$ cat config.mk
export PLATFORM = sky130hd
export DESIGN_NAME = arbitro_compuerta
export DESIGN_NICKNAME = d
export VERILOG_FILES = /design/src/rtl/arbitro_compuerta.sv
export SDC_FILE = /design/constraint.sdc
export NUM_CORES = 1
export LEC_CHECK = 0
export BUFFER_PORTS_ARGS = -buffer_cell sky130_fd_sc_hd__buf_2
export CORE_ASPECT_RATIO = 1.2
export CORE_MARGIN = 2
export CORE_UTILIZATION = 48
export DETAILED_ROUTE_END_ITERATION = 12
export PLACE_DENSITY = 0.88
export REMOVE_ABC_BUFFERS = 1
export SETUP_SLACK_MARGIN = 0.3
export SYNTH_ARGS = -nofsm -noshare
export SYNTH_HDL_FRONTEND = slang
export SYNTH_SLANG_ARGS = --single-unit
$ cat constraint.sdc
create_clock -name Clk -period 2.2 [get_ports Clk]
set_input_delay 0.22 -clock Clk [delete_from_list [all_inputs] [get_ports Clk]]
set_output_delay 0.22 -clock Clk [all_outputs]
set_load 0.05 [all_outputs]
$ cat src/rtl/arbitro_compuerta.sv
// arbitro_compuerta: round-robin arbiter that lets two entry lanes (A, B)
// share one gate controller. The granted lane's sensor/keypad inputs are
// forwarded to the gate with one cycle of latency. The grant is released
// after the gate has opened and closed again, when the vehicle leaves
// before the gate opens, or after an inactivity timeout.
module arbitro_compuerta #(
    parameter int unsigned TIMEOUT = 16,
    parameter int unsigned CNT_W   = 5,
    localparam int unsigned PIN_W  = 8
) (
    input  logic             Clk,
    input  logic             Reset,
    input  logic             Vehiculo_A,
    input  logic             Vehiculo_B,
    input  logic [PIN_W-1:0] Pin_A,
    input  logic [PIN_W-1:0] Pin_B,
    input  logic             enterPin_A,
    input  logic             enterPin_B,
    input  logic             Termino_A,
    input  logic             Termino_B,
    input  logic             Cerrado,
    input  logic             Abierto,
    input  logic             Alarma,
    input  logic             Bloqueo,
    output logic             Vehiculo,
    output logic             Termino,
    output logic             enterPin,
    output logic [PIN_W-1:0] Pin,
    output logic             Grant_A,
    output logic             Grant_B,
    output logic             Espera_A,
    output logic             Espera_B,
    output logic             Timeout
);

    localparam logic [CNT_W-1:0] CNT_LAST = CNT_W'(TIMEOUT - 1);
    localparam logic [CNT_W-1:0] CNT_MAX  = '1;
    localparam logic             LANE_A   = 1'b0;
    localparam logic             LANE_B   = 1'b1;

    typedef enum logic [1:0] {
        IDLE     = 2'd0,
        SERVICIO = 2'd1,
        LIBERAR  = 2'd2
    } state_t;

    state_t            state_q, state_d;
    logic              sel_q, sel_d;
    logic              last_q, last_d;
    logic              seen_q, seen_d;
    logic [CNT_W-1:0]  cnt_q, cnt_d;

    logic              veh_d, ter_d, ep_d;
    logic [PIN_W-1:0]  pin_d;
    logic              grant_a_d, grant_b_d;
    logic              espera_a_d, espera_b_d;
    logic              timeout_d;

    logic              lane_veh;
    logic              blk;
    logic              done;
    logic              abandon;
    logic              expire;

    // Release conditions of the lane currently being served
    always_comb begin
        lane_veh = (sel_q == LANE_B) ? Vehiculo_B : Vehiculo_A;
        blk      = Bloqueo | Alarma;
        done     = seen_q & Cerrado & ~Bloqueo;
        abandon  = ~lane_veh & ~seen_q;
        expire   = (cnt_q == CNT_LAST) & ~seen_q & ~Abierto & ~enterPin;
    end

    // State and output registers
    always_ff @(posedge Clk or negedge Reset) begin
        if (!Reset) begin
            state_q  <= IDLE;
            sel_q    <= LANE_A;
            last_q   <= LANE_B;
            seen_q   <= 1'b0;
            cnt_q    <= '0;
            Vehiculo <= 1'b0;
            Termino  <= 1'b0;
            enterPin <= 1'b0;
            Pin      <= '0;
            Grant_A  <= 1'b0;
            Grant_B  <= 1'b0;
            Espera_A <= 1'b0;
            Espera_B <= 1'b0;
            Timeout  <= 1'b0;
        end else begin
            state_q  <= state_d;
            sel_q    <= sel_d;
            last_q   <= last_d;
            seen_q   <= seen_d;
            cnt_q    <= cnt_d;
            Vehiculo <= veh_d;
            Termino  <= ter_d;
            enterPin <= ep_d;
            Pin      <= pin_d;
            Grant_A  <= grant_a_d;
            Grant_B  <= grant_b_d;
            Espera_A <= espera_a_d;
            Espera_B <= espera_b_d;
            Timeout  <= timeout_d;
        end
    end

    // Next state, lane selection, inactivity counter and gate-opened flag
    always_comb begin
        state_d = state_q;
        sel_d   = sel_q;
        last_d  = last_q;
        seen_d  = seen_q;
        cnt_d   = cnt_q;
        unique case (state_q)
            IDLE: begin
                cnt_d  = '0;
                seen_d = 1'b0;
                if (Vehiculo_A | Vehiculo_B) begin
                    state_d = SERVICIO;
                    if (Vehiculo_A & Vehiculo_B) begin
                        sel_d = ~last_q;
                    end else begin
                        sel_d = Vehiculo_B ? LANE_B : LANE_A;
                    end
                end
            end
            SERVICIO: begin
                if (Abierto) begin
                    seen_d = 1'b1;
                end
                // Saturate so a long open gate cannot wrap back into a timeout
                if (enterPin) begin
                    cnt_d = '0;
                end else if (!blk && !Abierto && cnt_q != CNT_MAX) begin
                    cnt_d = cnt_q + CNT_W'(1);
                end
                // A blocked or alarmed gate keeps the grant no matter what
                if (!blk && (done || abandon || expire)) begin
                    state_d = LIBERAR;
                end
            end
            LIBERAR: begin
                last_d  = sel_q;
                cnt_d   = '0;
                seen_d  = 1'b0;
                state_d = IDLE;
            end
            default: begin
                state_d = IDLE;
            end
        endcase
    end

    // Next values of the registered outputs
    always_comb begin
        veh_d      = 1'b0;
        ter_d      = 1'b0;
        ep_d       = 1'b0;
        pin_d      = '0;
        grant_a_d  = 1'b0;
        grant_b_d  = 1'b0;
        espera_a_d = 1'b0;
        espera_b_d = 1'b0;
        timeout_d  = 1'b0;

        if (state_d == SERVICIO) begin
            grant_a_d = (sel_d == LANE_A);
            grant_b_d = (sel_d == LANE_B);
        end

        // Forward only while service continues; the other lane never leaks through
        if (state_q == SERVICIO && state_d == SERVICIO) begin
            if (sel_q == LANE_B) begin
                veh_d = Vehiculo_B;
                ter_d = Termino_B;
                ep_d  = enterPin_B;
                pin_d = Pin_B;
            end else begin
                veh_d = Vehiculo_A;
                ter_d = Termino_A;
                ep_d  = enterPin_A;
                pin_d = Pin_A;
            end
        end

        espera_a_d = Vehiculo_A & ~grant_a_d;
        espera_b_d = Vehiculo_B & ~grant_b_d;

        // Completion and abandon take precedence over a timeout in the same cycle
        timeout_d = (state_q == SERVICIO) & ~blk & ~done & ~abandon & expire;
    end

endmodule

==> summary.txt <==
Yosys
  • Top FF cell, synth: dfrtp_1
  • Gate Count Post-Synth: 101
  • Count of flip-flops with a built-in enable after synthesis: 0
  • Yosys cell types: 34
  • Async set-reset flop share out of synthesis: 100.0%
  • Syn Area/Cell: 11.69 um^2
  • Synth Warn #: 0
  • Seq/Total Area, Yosys: 55.19%
  • Mapped Area: 0.001181 mm^2
  • Yosys reg bits: 26

Global route
  • Vias in the first global route: 1027
  • Total GRT Usage: about a fifth
  • Pin count of the biggest net entering global routing: 27
  • Antenna violations before repair: 0
  • Global-route wire length before repair: 4.333 mm
  • Total grt overflow: 0

Route
  • Wirelength, routed: 2.606 mm
  • Residual DRC: 0
  • Vias post-DR: 960
  • Routed Antenna Nets: 0
  • WL/cell: 14.32 um
  • Drt via density: 5.275
  • Drt pass-1 iters: 4
  • DR iter-0 viols: 31

Setup path
  • Crit-path cells: ha_2, and3_4, ha_4, nor3b_4, o311ai_2, buf_4, nor2_4, o31a_1
  • Worst Reg-to-Reg Cells: 8
  • Critical Path End Type: flop
  • Crit path launch type: flop
  • Reg2Reg Setup Slack: 0.31 ns
  • Worst EP required: 2.43 ns
  • Reg-to-Reg Start: cnt_q[1]
  • CP endpoint: Espera_B
  • Crit-path max cell delay: 0.42 ns
  • FF-to-FF End: Espera_B
  • Crit path launch: cnt_q[1]
  • Top Family by Delay on Critical Path: compound AO/OA/AOI/OAI gates
  • Crit Path Class: reg -> reg
  • Worst Path Buf+Inv: 1
  • CP max-delay cell: dfrtp_1
  • Critical path fanouts, max: 5
  • Cell depth of the worst setup path: 8
  • Arrival @ worst endpoint: 2.12 ns

Die
  • Ports: 44
  • Die Width: 49.29 um
  • Row cnt: 19
  • Die Y: 58.34 um
  • Initial Util: 51.22%
  • Die Area: 0.002875 mm^2
  • Core Area: 0.002306 mm^2

Cells and area
  • Largest Register: Pin
  • Filler cells: 180
  • Most common cell after layout, fill and taps aside: buf_2
  • Area Growth Syn to Fin: 30.93%
  • Share of cells above drive strength 1: 44.37%
  • Layout net count: 183
  • Antenna cells: 0
  • Max reg flops: 8
  • Commonest non-fill, non-tap cells in the layout: buf_2, dfrtp_1, nor2_1
  • Largest regs: Pin x8, cnt_q x5, state_q x2

Power and ir drop
  • Overall Power: 1990 uW
  • Power density over the cells: 1287 mW/mm^2
  • Peak supply drop: 0.9749 mV
  • Leak Pwr: 0.0008042 uW

Clock tree
  • CTS Buffer Depth: 2
  • Clk pin slew, worst setup/hold paths: 0.14 ns
  • Num CTS Buffers: 3
  • Clk Tree Root Cell: clkbuf_4
  • Later-pin clock latency in the skew report: 0.32 ns
  • H-tree Lvls: 1
  • CTS tree: done
  • CTS Sinks: 26

Timing
  • Min Tclk post-route: 1.893 ns
  • F_max: approximately 530 MHz
  • Worst slew margin: 62.69%
  • Worst-margin pin slew: 0.5597 ns
  • RSZ-0062 raised after global routing: yes
  • Max Clock Skew: 0.01229 ns
  • Count of final max-slew check failures: 0
  • WHS: roughly 0.14 ns
  • Final hold vios: 0
  • Total Neg Setup Slack: 0 ns
  • Crit share post-route: 86.06%
  • Finish-stage setup viols: 0

Placement
  • IO buf count: 43
  • Post-DP HPWL: 1.783 mm
  • Placer congestion estimate: 0.7669

Status
  • Outcome: finished, final reports clean

Job
  • MaxCap Viol Count: 0

Worst hold path
  • Min-Delay Path Depth: 2
  • HP Class: in -> reg
[cell families (layout without fill, tap and decap cells)]
family                     Yosys count  count (layout)  share of synthesized area, %
buffers and inverters                7              56                         2.647
xor gates and xnor gates             2               2                         1.483
muxes                               12              12                         10.59
AOI/OAI and AO/OA                   10              10                         7.097
DFF                                 26              26                         55.19
and+or+nand+nor                     41              42                         19.81
adders and majority gates            3               3                         3.178
[worst reg2reg max path: cells and delay by family, from the launching register on]
family,cells,cell delay (ns)
and+or+nand+nor,3,0.40
buffers and inverters,1,0.20
DFF,1,0.42
adders and majority gates,2,0.34
AOI/OAI and AO/OA,2,0.46
[layout make-up]
class                           instances  area, um^2  area share [%]
Sequential cell                        26       651.9           42.15
Multi-Input combinational cell         69       559.3           36.17
Timing Repair Buffer                   48       255.2           16.50
Tap cell                               31       38.79           2.508
Clock buffer                            4       26.28           1.699
Inverter                                4       15.01          0.9709
[per-stage QoR]
stage / setup slack (ns) / instances / cell area [um^2] / util (%)
2_1_floorplan: 0.2801 / 98 / 1165 / -
3_3_place_gp: 0.2429 / 173 / 1426 / 61.86
3_5_place_dp: 0.1881 / 173 / 1426 / 61.86
4_1_cts: 0.2807 / 182 / 1538 / 66.68
5_1_grt: 0.2471 / 182 / 1546 / 67.06
6_report: 0.3066 / 182 / 1546 / 67.06
[report_power, final]
part	total, uW	internal, uW	switching, uW
Clock	206	71.0	135
Combinational	1050	301	747
Sequential	736	638	97.6
Total	1990	1010	980
[per-layer routing]
metal	global-route usage, %	routed length, um
met1	22.70	1076
met2	37.07	1366
met3	1.777	126
met4	9.796	36
met5	0	0
[repair_timing]
action / CTS / global route
gates cloned: 1 / 0
buffers inserted: 3 / 0
hold endpoints to repair: 25 / 0
pin swaps: 7 / 3
gates resized for setup: 9 / 2
setup endpoints to repair: 15 / 15
hold buffers: 1 / 0
[how the worst min path moves through the flow]
stage | start | end | slack [ns]
global placement | Reset | Vehiculo | 0.23
finish | Vehiculo_A | Espera_A | 0.14
CTS | Vehiculo_A | Espera_A | 0.13
global route | Vehiculo_A | Espera_A | 0.13
detailed placement | Reset | Grant_B | 0.25
floorplan | Reset | Espera_A | -0.08
[synthesized netlist by cell type (2+ instances only)]
cell type   n  share of area (%)
a21o_1      2                1.3
dfrtp_1    25                 53
ha_1        3                3.2
inv_1       4                1.3
mux2i_1    11                9.3
nand2_1     3               0.95
nand2b_1    2                1.1
nand3_1     2               0.85
nor2_1     17                5.4
nor3_1      4                1.7
nor3b_1     2                1.3
nor4_1      2                1.1
o31a_1      2                1.5
or3_4       2                1.9
No activity file was read; power rests on OpenSTA's default activity.
